`src/rtl/ddr3_burst_reader.sv`:
```
// DDR3 read-back checker: issues one read burst and compares each beat against the writer's index pattern.
// Optional beat watchdog compiled in with `define DDR3_READ_WATCHDOG_EN.
//
// state | meaning
// IDLE  | waiting for start, results held
// REQ   | ddram_rd asserted until the controller accepts
// DATA  | counting and checking returned beats
// DONE  | one-cycle completion pulse, result final
module ddr3_burst_reader #(
  parameter int          BURST_LEN = 128,
  parameter logic [28:0] BASE_ADDR = 29'h2400000,
  parameter int          TIMEOUT   = 4096
) (
  input  logic        clk,
  input  logic        reset,
  input  logic        start,
  input  logic        ddram_busy,
  output logic [7:0]  ddram_burstcnt,
  output logic [28:0] ddram_addr,
  output logic        ddram_rd,
  input  logic [63:0] ddram_dout,
  input  logic        ddram_dout_ready,
  output logic        busy,
  output logic        done,
  output logic        pass,
  output logic [7:0]  err_count,
  output logic [7:0]  first_err_idx,
  output logic [31:0] first_err_data,
  output logic        timeout
);

  typedef enum logic [1:0] {IDLE, REQ, DATA, DONE} state_t;

  localparam logic [7:0] LAST_IDX = 8'(BURST_LEN - 1);

  state_t      state_q, state_d;
  logic [7:0]  beat_q, beat_d;
  logic [7:0]  err_q, err_d;
  logic [7:0]  fidx_q, fidx_d;
  logic [31:0] fdata_q, fdata_d;
  logic        pass_q, pass_d;
  logic        beat_mis;

  // Upper half of the beat is never written by the burst writer.
  logic unused_dout_hi;
  assign unused_dout_hi = ^ddram_dout[63:32];

`ifdef DDR3_READ_WATCHDOG_EN
  localparam int WD_W = (TIMEOUT > 1) ? $clog2(TIMEOUT) : 1;
  localparam logic [WD_W-1:0] WD_RELOAD = WD_W'(TIMEOUT - 1);
  logic [WD_W-1:0] wd_q, wd_d;
  logic            tmo_q, tmo_d;
  assign timeout = tmo_q;
`else
  localparam int unused_timeout = TIMEOUT;
  assign timeout = 1'b0;
`endif

  assign ddram_burstcnt = 8'(BURST_LEN);
  assign ddram_addr     = BASE_ADDR;
  assign ddram_rd       = (state_q == REQ);
  assign busy           = (state_q == REQ) || (state_q == DATA);
  assign done           = (state_q == DONE);
  assign pass           = pass_q;
  assign err_count      = err_q;
  assign first_err_idx  = fidx_q;
  assign first_err_data = fdata_q;

  assign beat_mis = (ddram_dout[31:0] != {24'h0, beat_q});

  always_comb begin
    state_d = state_q;
    beat_d  = beat_q;
    err_d   = err_q;
    fidx_d  = fidx_q;
    fdata_d = fdata_q;
    pass_d  = pass_q;
`ifdef DDR3_READ_WATCHDOG_EN
    wd_d    = wd_q;
    tmo_d   = tmo_q;
`endif
    case (state_q)
      IDLE: begin
        if (start) begin
          beat_d  = 8'h00;
          err_d   = 8'h00;
          fidx_d  = 8'h00;
          fdata_d = 32'h0;
          pass_d  = 1'b0;
`ifdef DDR3_READ_WATCHDOG_EN
          tmo_d   = 1'b0;
`endif
          state_d = REQ;
        end
      end
      REQ: begin
        if (!ddram_busy) begin
`ifdef DDR3_READ_WATCHDOG_EN
          wd_d = WD_RELOAD;
`endif
          state_d = DATA;
        end
      end
      DATA: begin
        if (ddram_dout_ready) begin
          beat_d = beat_q + 8'd1;
`ifdef DDR3_READ_WATCHDOG_EN
          wd_d   = WD_RELOAD;
`endif
          if (beat_mis) begin
            if (err_q != 8'hFF) err_d = err_q + 8'd1;
            if (err_q == 8'h00) begin
              fidx_d  = beat_q;
              fdata_d = ddram_dout[31:0];
            end
          end
          if (beat_q == LAST_IDX) begin
            // err_d already includes the final beat's result.
            pass_d  = (err_d == 8'h00);
            state_d = DONE;
          end
        end
`ifdef DDR3_READ_WATCHDOG_EN
        else if (wd_q == '0) begin
          tmo_d   = 1'b1;
          pass_d  = 1'b0;
          state_d = DONE;
        end else begin
          wd_d = wd_q - 1'b1;
        end
`endif
      end
      DONE: state_d = IDLE;
      default: state_d = IDLE;
    endcase
  end

  always_ff @(posedge clk) begin
    if (reset) begin
      state_q <= IDLE;
      beat_q  <= 8'h00;
      err_q   <= 8'h00;
      fidx_q  <= 8'h00;
      fdata_q <= 32'h0;
      pass_q  <= 1'b0;
`ifdef DDR3_READ_WATCHDOG_EN
      wd_q    <= '0;
      tmo_q   <= 1'b0;
`endif
    end else begin
      state_q <= state_d;
      beat_q  <= beat_d;
      err_q   <= err_d;
      fidx_q  <= fidx_d;
      fdata_q <= fdata_d;
      pass_q  <= pass_d;
`ifdef DDR3_READ_WATCHDOG_EN
      wd_q    <= wd_d;
      tmo_q   <= tmo_d;
`endif
    end
  end

endmodule

```
`config.mk`:
```
export PLATFORM = sky130hd
export DESIGN_NAME = ddr3_burst_reader
export DESIGN_NICKNAME = d
export VERILOG_FILES = /design/src/rtl/ddr3_burst_reader.sv
export SDC_FILE = /design/constraint.sdc
export NUM_CORES = 1
export LEC_CHECK = 0
export ABC_AREA = 1
export CAP_MARGIN = 5
export CORE_ASPECT_RATIO = 1.2
export CORE_UTILIZATION = 41
export CTS_BUF_LIST = sky130_fd_sc_hd__clkbuf_16
export CTS_CLUSTER_DIAMETER = 150
export DETAILED_ROUTE_END_ITERATION = 8
export PLACE_DENSITY = 0.81
export SLEW_MARGIN = 10
export SYNTH_ARGS = -nofsm -noshare
export SYNTH_HDL_FRONTEND = slang
export SYNTH_SLANG_ARGS = --single-unit
export TNS_END_PERCENT = 50
```
`constraint.sdc`:
```
create_clock -name clk -period 2.8 [get_ports clk]
set_input_delay 0.42 -clock clk [delete_from_list [all_inputs] [get_ports clk]]
set_output_delay 0.42 -clock clk [all_outputs]
set_load 0.005 [all_outputs]
```
==> summary.md, run 1 <==
| Metric | Value |
|---|---|
| Status | `completed` |
| LEAKAGE | `1.710 nW` |
| Arrival @ worst endpoint | `2660 ps` |
| Final worst path period share | `86.30%` |
| Minimum clock period | `2417 ps` |
| Worst setup EP type | `flip-flop` |
| Fmax | `413.8 MHz` |
| Number of global-route vias before repair | `2,932` |
| Vias per cell | `4.796` |
| Cell area after layout | `0.004253 mm2` |
| CTS Buf Count | `9` |
| Core Area | `0.007402 mm2` |
| Root Buffer | `clkbuf_16` |
| Die width | `82.74 um` |
| Share of post-route cells with drive strength above 1 | `7.181%` |
| First-pass DRT Iterations | `4` |
| Setup TNS | `0 ps` |
| H-tree levels | `3` |
| PwrDens | `668.4 mW/mm2` |
| Sequential element share of the synthesized area | `36.83%` |
| FF-to-FF Start | `state_q[0]$_SDFFE_PP0P_` |
| Total Nets Final | `629` |
| WL per Instance | `12.17 um` |
| Mapped Cells | `467` |
| TritonCTS clock tree | `yes` |
| Row count | `34` |
| Logic pwr share | `31.8%` |
| Highest-delay cell along the critical path | `buf_4` |
| First-pass GRT wire length | `12,680 um` |
| Crit path max fanout | `40` |
| Crit path max-delay family | `simple AND/OR/NAND/NOR gates` |
| Crit-path cells | `inv_1, ha_1, inv_2, or2_1, nand2_1, nor2_2, inv_2, nor2_2, nand2_1, nor2_2, buf_4, nand2_1, a21oi_1` |
| Starting density of the core | `43.32%` |
| Reg-to-reg endpoint | `first_err_data[18]$_SDFFE_PP0P_` |
| Clock sink count | `59` |
| Die H | `98.88 um` |
| Initial drt markers | `124` |
| Worst vdd rail ir drop | `0.4980 mV` |
| Hold Path Sink | `first_err_data[5]$_SDFFE_PP0P_` |
| Min Hold Slack | `458.8 ps` |
| Cell area after synthesis | `0.003207 mm2` |
| Post-CTS resize count | `0` |
| Synth cell types | `34` |
| Largest net degree at the start of global routing | `41` |
| Startpoint of the worst hold path | `first_err_data[5]$_SDFFE_PP0P_` |
| Clock skew | `6.541 ps` |
| Register bit count reported by yosys | `59` |
| Type of the tightest min-delay check | `reg2reg` |
| Stages on the worst setup path | `13` |
| Worst Setup Path Type | `reg2reg` |
| Mapped Avg Cell Area | `6.867 um2` |
| CP required | `3050 ps` |
| GRT Util Overall | `20.07%` |
| Net Switching | `0.9793 mW` |
| Slew @ Worst Pin | `672.5 ps` |
| Max Slew Vio Count | `0` |
| Detailed Place HPWL | `5679 um` |
| I/O Pins | `159` |
| Seq pwr share | `34.0%` |
| Detailed-route via count | `3,103` |
| Clk network pwr share | `34.3%` |
| Hold_buf cts | `0` |
| GRT overflow | `0` |
| Final WL | `7877 um` |
| Clk slew on worst S/H paths | `50 ps` |
| YS warnings | `0` |
| IO Port Bufs | `88` |
| Hold path cells | `2` |
| Sw Share | `34.45%` |
| CP peak stage delay | `380 ps` |
| Final hold vios | `0` |
| Final setup viols | `0` |
| Total die area | `0.008181 mm2` |
| Finished Core Util | `57.45%` |
| R2R setup slack | `380 ps` |
| Internal power | `1.863 mW` |
| Drc violations | `0` |
| # diodes | `0` |
| Max-cap violations | `0` |
| # Post-CTS Setup Buffers | `0` |
| Unrepaired setup endpoints after global routing | `no` |
| Synth-to-layout area growth | `32.62%` |
| WP buf/inv | `4` |
| Initial antenna violation count | `0` |
| Routed Antenna Nets | `0` |
| Final RePlAce weighted congestion | `0.8573` |
| Clock tree buffer depth | `2` |
| Cells on worst reg2reg path | `13` |
| Worst Setup Start Kind | `flip-flop` |
| Post-Place Cell Area | `0.003981 mm2` |
| Clk_lat worst skew | `320 ps` |
| Relative slew slack | `55.17%` |
==> flip-flops by register name, summed over array words and instances (netlist names) <==
register and count:
state_q 2, first_err_data 32, pass 1, first_err_idx 8, beat_q 8, err_count 8
==> how the worst max path moves through the flow <==
| stage | start | to | slack [ps] |
|---|---|---|---|
| final | state_q[0]$_SDFFE_PP0P_ | first_err_data[18]$_SDFFE_PP0P_ | 380 |
| after global routing | state_q[0]$_SDFFE_PP0P_ | first_err_data[7]$_SDFFE_PP0P_ | 40 |
| after CTS | state_q[0]$_SDFFE_PP0P_ | first_err_data[18]$_SDFFE_PP0P_ | 370 |
| after detailed placement | ddram_dout[27] | first_err_data[8]$_SDFFE_PP0P_ | 280 |
| after global placement | ddram_dout[17] | first_err_idx[4]$_SDFFE_PP0P_ | 350 |
| after floorplan | state_q[0]$_SDFFE_PP0P_ | beat_q[7]$_SDFFE_PP0P_ | 860 |
==> cell usage after synthesis, drive strengths merged <==
cell	number	share of area, %
or2	4	0.78
nor4	1	0.20
inv	32	3.7
nor2	41	5.9
conb	2	0.23
a21oi	53	8.6
xor2	3	0.82
a211oi	2	0.47
nand3b	1	0.23
nor3b	3	0.86
clkinv	1	0.12
xnor2	4	1.1
nand3	20	3.1
o31a	1	0.27
nor3	2	0.47
clkbuf	7	0.82
o21ai	3	0.47
dfxtp	59	37
ha	8	3.1
nand2	170	20
nand4	3	0.59
buf	47	11
==> layer usage <==
layer  share of wire [%]  up-vias  GRT usage, %
met5                   0        -             0
met4                 2.2        0         10.61
met3                 6.8       17         3.426
met2                  51      130         36.19
met1                  40     1398         21.53
li1                    -     1558             -
==> metrics by stage <==
step | setup WS (ps) | instances | total power [mW]
after floorplan | 856.8 | 503 | 1.637
after global placement | 345.0 | 631 | 1.849
after detailed placement | 284.9 | 631 | 1.882
after CTS | 372.7 | 647 | 2.868
after global routing | 35.01 | 647 | 3.008
final | 383.5 | 647 | 2.843
==> power by group through the flow <==
stage | sequential (mW) | combinational (mW) | clock (mW)
floorplan | 0.981 | 0.657 | 0
global placement | 0.979 | 0.870 | 0
detailed placement | 0.983 | 0.899 | 0
CTS | 0.966 | 0.907 | 0.995
global route | 0.975 | 1.01 | 1.02
finish | 0.966 | 0.903 | 0.974
==> final cells by class <==
type | instances | area, um2
repair buffers | 92 | 905.9
flip-flops and latches | 59 | 1181
well taps | 90 | 112.6
multi-input cells | 357 | 1658
clock buffers | 9 | 225.2
clock inverters | 7 | 46.29
inverters | 33 | 123.9
fillers | 687 | 3149
==> worst min-delay path, delay by kind of cell, from the launching register on <==
kind,cells,cell delay (ps)
AO/OA/AOI/OAI,1,50
flip-flops,1,300
AND/OR/NAND/NOR,1,60
==> logic make-up after synthesis <==
kind of cell | after synthesis | synth area share, %
and+or+nand+nor | 245 | 32.31
adders and majority gates | 8 | 3.121
other | 2 | 0.2342
xor gates and xnor gates | 7 | 1.912
buffers and inverters | 87 | 15.76
DFF | 59 | 36.83
AOI/OAI and AO/OA | 59 | 9.832
==> placed cells by master, fill, tap and decap left out, types with 2 or more instances in the layout <==
master	n
inv_2	6
o21ai_0	3
ha_1	8
nor2_2	5
a211oi_1	2
clkinv_1	2
nor3b_1	2
clkbuf_16	9
buf_4	4
clkinv_4	3
nand2_1	168
nand3_1	20
xnor2_1	4
inv_1	27
dfxtp_1	59
or2_2	3
nor2_1	34
clkdlybuf4s50_1	87
xor2_1	3
nand4_1	3
conb_1	38
a21oi_1	52
No activity file was read; power rests on OpenSTA's default activity.
==> run 2, diff against run 1 <==
- CAP_MARGIN: 5 -> 20
==> results of run 2 <==
No change in the layout: final DEF, timing and power equal those of run 1.
==> run 3, diff against run 2 <==
- CELL_PAD_IN_SITES_DETAIL_PLACEMENT: default -> 0
- CELL_PAD_IN_SITES_GLOBAL_PLACEMENT: default -> 2
- CORE_UTILIZATION: 41 -> 20
- PLACE_DENSITY: 0.81 -> default
- PLACE_DENSITY_LB_ADDON: default -> 0.1
==> summary.md, run 3 (synthesized netlist as in run 1, its figures left out) <==
| Metric | Value |
|---|---|
| Clk network pwr share | `35.6%` |
| Drc violations | `0` |
| Crit path launch | `state_q[0]$_SDFFE_PP0P_` |
| Clk slew on worst S/H paths | `50 ps` |
| Total Nets Final | `630` |
| Placed cell count | `750` |
| First-pass GRT wire length | `15,010 um` |
| Core Area | `0.01564 mm2` |
| Final hold vios | `0` |
| Vias per cell | `3.886` |
| I/O Pins | `159` |
| PwrDens | `683.6 mW/mm2` |
| Row count | `50` |
| Internal power | `1.996 mW` |
| Die width | `117.6 um` |
| Worst Setup Start Kind | `flip-flop` |
| TritonCTS clock tree | `yes` |
| Clock skew | `5.474 ps` |
| Fillers | `1,767` |
| IO Port Bufs | `88` |
| Net Switching | `1.047 mW` |
| Initial drt markers | `116` |
| Final worst path period share | `88.69%` |
| Max-cap violations | `0` |
| CP required | `3060 ps` |
| Startpoint of the worst hold path | `first_err_data[22]$_SDFFE_PP0P_` |
| Number of global-route vias before repair | `2,794` |
| Max Slew Vio Count | `0` |
| Total die area | `0.01655 mm2` |
| Worst setup EP type | `flip-flop` |
| Synth-to-layout area growth | `38.82%` |
| WL per Instance | `12.41 um` |
| Routed Antenna Nets | `0` |
| Fmax | `402.7 MHz` |
| Share of post-route cells with drive strength above 1 | `7.885%` |
| Unrepaired setup endpoints after global routing | `no` |
| Seq pwr share | `31.7%` |
| Type of the tightest min-delay check | `reg2reg` |
| Commonest non-fill, non-tap cells in the layout | `168 x nand2_1, 87 x clkdlybuf4s50_1, 58 x dfxtp_1` |
| Minimum clock period | `2483 ps` |
| Worst vdd rail ir drop | `0.4100 mV` |
| Root Buffer | `clkbuf_16` |
| First-pass DRT Iterations | `4` |
| Logic pwr share | `32.7%` |
| Status | `completed` |
| Area of the multi-input gates | `0.001674 mm2` |
| Clock sink count | `59` |
| # Post-CTS Setup Buffers | `0` |
| Most common cell after layout, fill and taps aside | `nand2_1` |
| Storage cell area | `0.001182 mm2` |
| GRT Util Overall | `11.78%` |
| Initial antenna violation count | `0` |
| Arrival @ worst endpoint | `2740 ps` |
| Starting density of the core | `20.50%` |
| GRT overflow | `0` |
| Detailed-route via count | `2,977` |
| Worst Setup Path Type | `reg2reg` |
| Max reg flops | `32` |
| Final setup viols | `0` |
| # diodes | `0` |
| Hold_buf cts | `0` |
| CTS Buf Count | `9` |
| FF-to-FF Start | `state_q[0]$_SDFFE_PP0P_` |
| Final WL | `9504 um` |
| H-tree levels | `3` |
| Final RePlAce weighted congestion | `0.7354` |
| Die H | `140.7 um` |
| Clock tree buffer depth | `2` |
| Setup TNS | `0 ps` |
| LEAKAGE | `1.727 nW` |
| Slew @ Worst Pin | `992.3 ps` |
| Detailed Place HPWL | `6709 um` |
| Largest net degree at the start of global routing | `41` |
| Pwr Total | `3.043 mW` |
| Sw Share | `34.42%` |
| Clk_lat worst skew | `340 ps` |
| Crit path max fanout | `40` |
| Post-route insts no fill | `766` |
| Relative slew slack | `33.69%` |
## run 3: final cells by class
cell class | instances | share of cell area, %
clock inverter | 7 | 1.349
inverter | 33 | 2.782
clock buffer | 9 | 5.059
multi-input combinational | 357 | 37.61
sequential | 59 | 26.56
tap | 208 | 5.846
timing repair buffer | 93 | 20.80
## run 3: per-stage QoR
step | util (%) | setup slack (ps) | hold slack (ps) | area [um2]
6_report | 28.46 | 316.7 | 459.9 | 4452
5_1_grt | 28.46 | 9.498 | 475.1 | 4452
4_1_cts | 28.38 | 112.9 | 460.4 | 4439
3_5_place_dp | 26.56 | 75.32 | 451.8 | 4154
3_3_place_gp | 26.56 | 16.78 | 448.1 | 4154
2_1_floorplan | - | 856.8 | 455.4 | 3342
## run 3: critical path, cell delays in order (launching register included)
cell	delay, ps
dfxtp_2	350
inv_1	90
ha_2	230
inv_2	100
or2_1	100
nand2_1	90
nor2_4	140
inv_2	50
nor2_2	110
nand2_1	90
nor2_4	760
nand2_1	120
a21oi_1	180
## run 3: final timing paths
| check | slack [ps] | endpoint | depth (start not counted) |
|---|---|---|---|
| max | 320 | first_err_data[19]$_SDFFE_PP0P_ | 12 |
| max reg2reg | 320 | first_err_data[19]$_SDFFE_PP0P_ | 12 |
| min reg2reg | 460 | first_err_data[22]$_SDFFE_PP0P_ | 2 |
| min | 460 | first_err_data[22]$_SDFFE_PP0P_ | 2 |
## run 3: layer usage
layer  vias to the layer above  GRT usage (%)  share of wire [%]
met4                         0          6.275                2.2
met2                        71          19.22                 48
met5                         -              0                  0
met1                      1335          14.51                 46
li1                       1559              -                  -
met3                        12          2.549                4.0
## run 3: power groups by stage
stage | clock [mW] | combinational, mW | sequential (mW)
after floorplan | 0 | 0.657 | 0.981
after global placement | 0 | 1.01 | 0.983
after detailed placement | 0 | 1.01 | 0.983
after CTS | 1.13 | 1.01 | 0.966
after global routing | 1.17 | 1.11 | 0.977
final | 1.08 | 0.995 | 0.966
## run 3: repair_timing
item                                   4_1_cts  5_1_grt
resized for setup                            0        4
setup endpoints to repair                    0       40
endpoints found under the hold margin        0        0
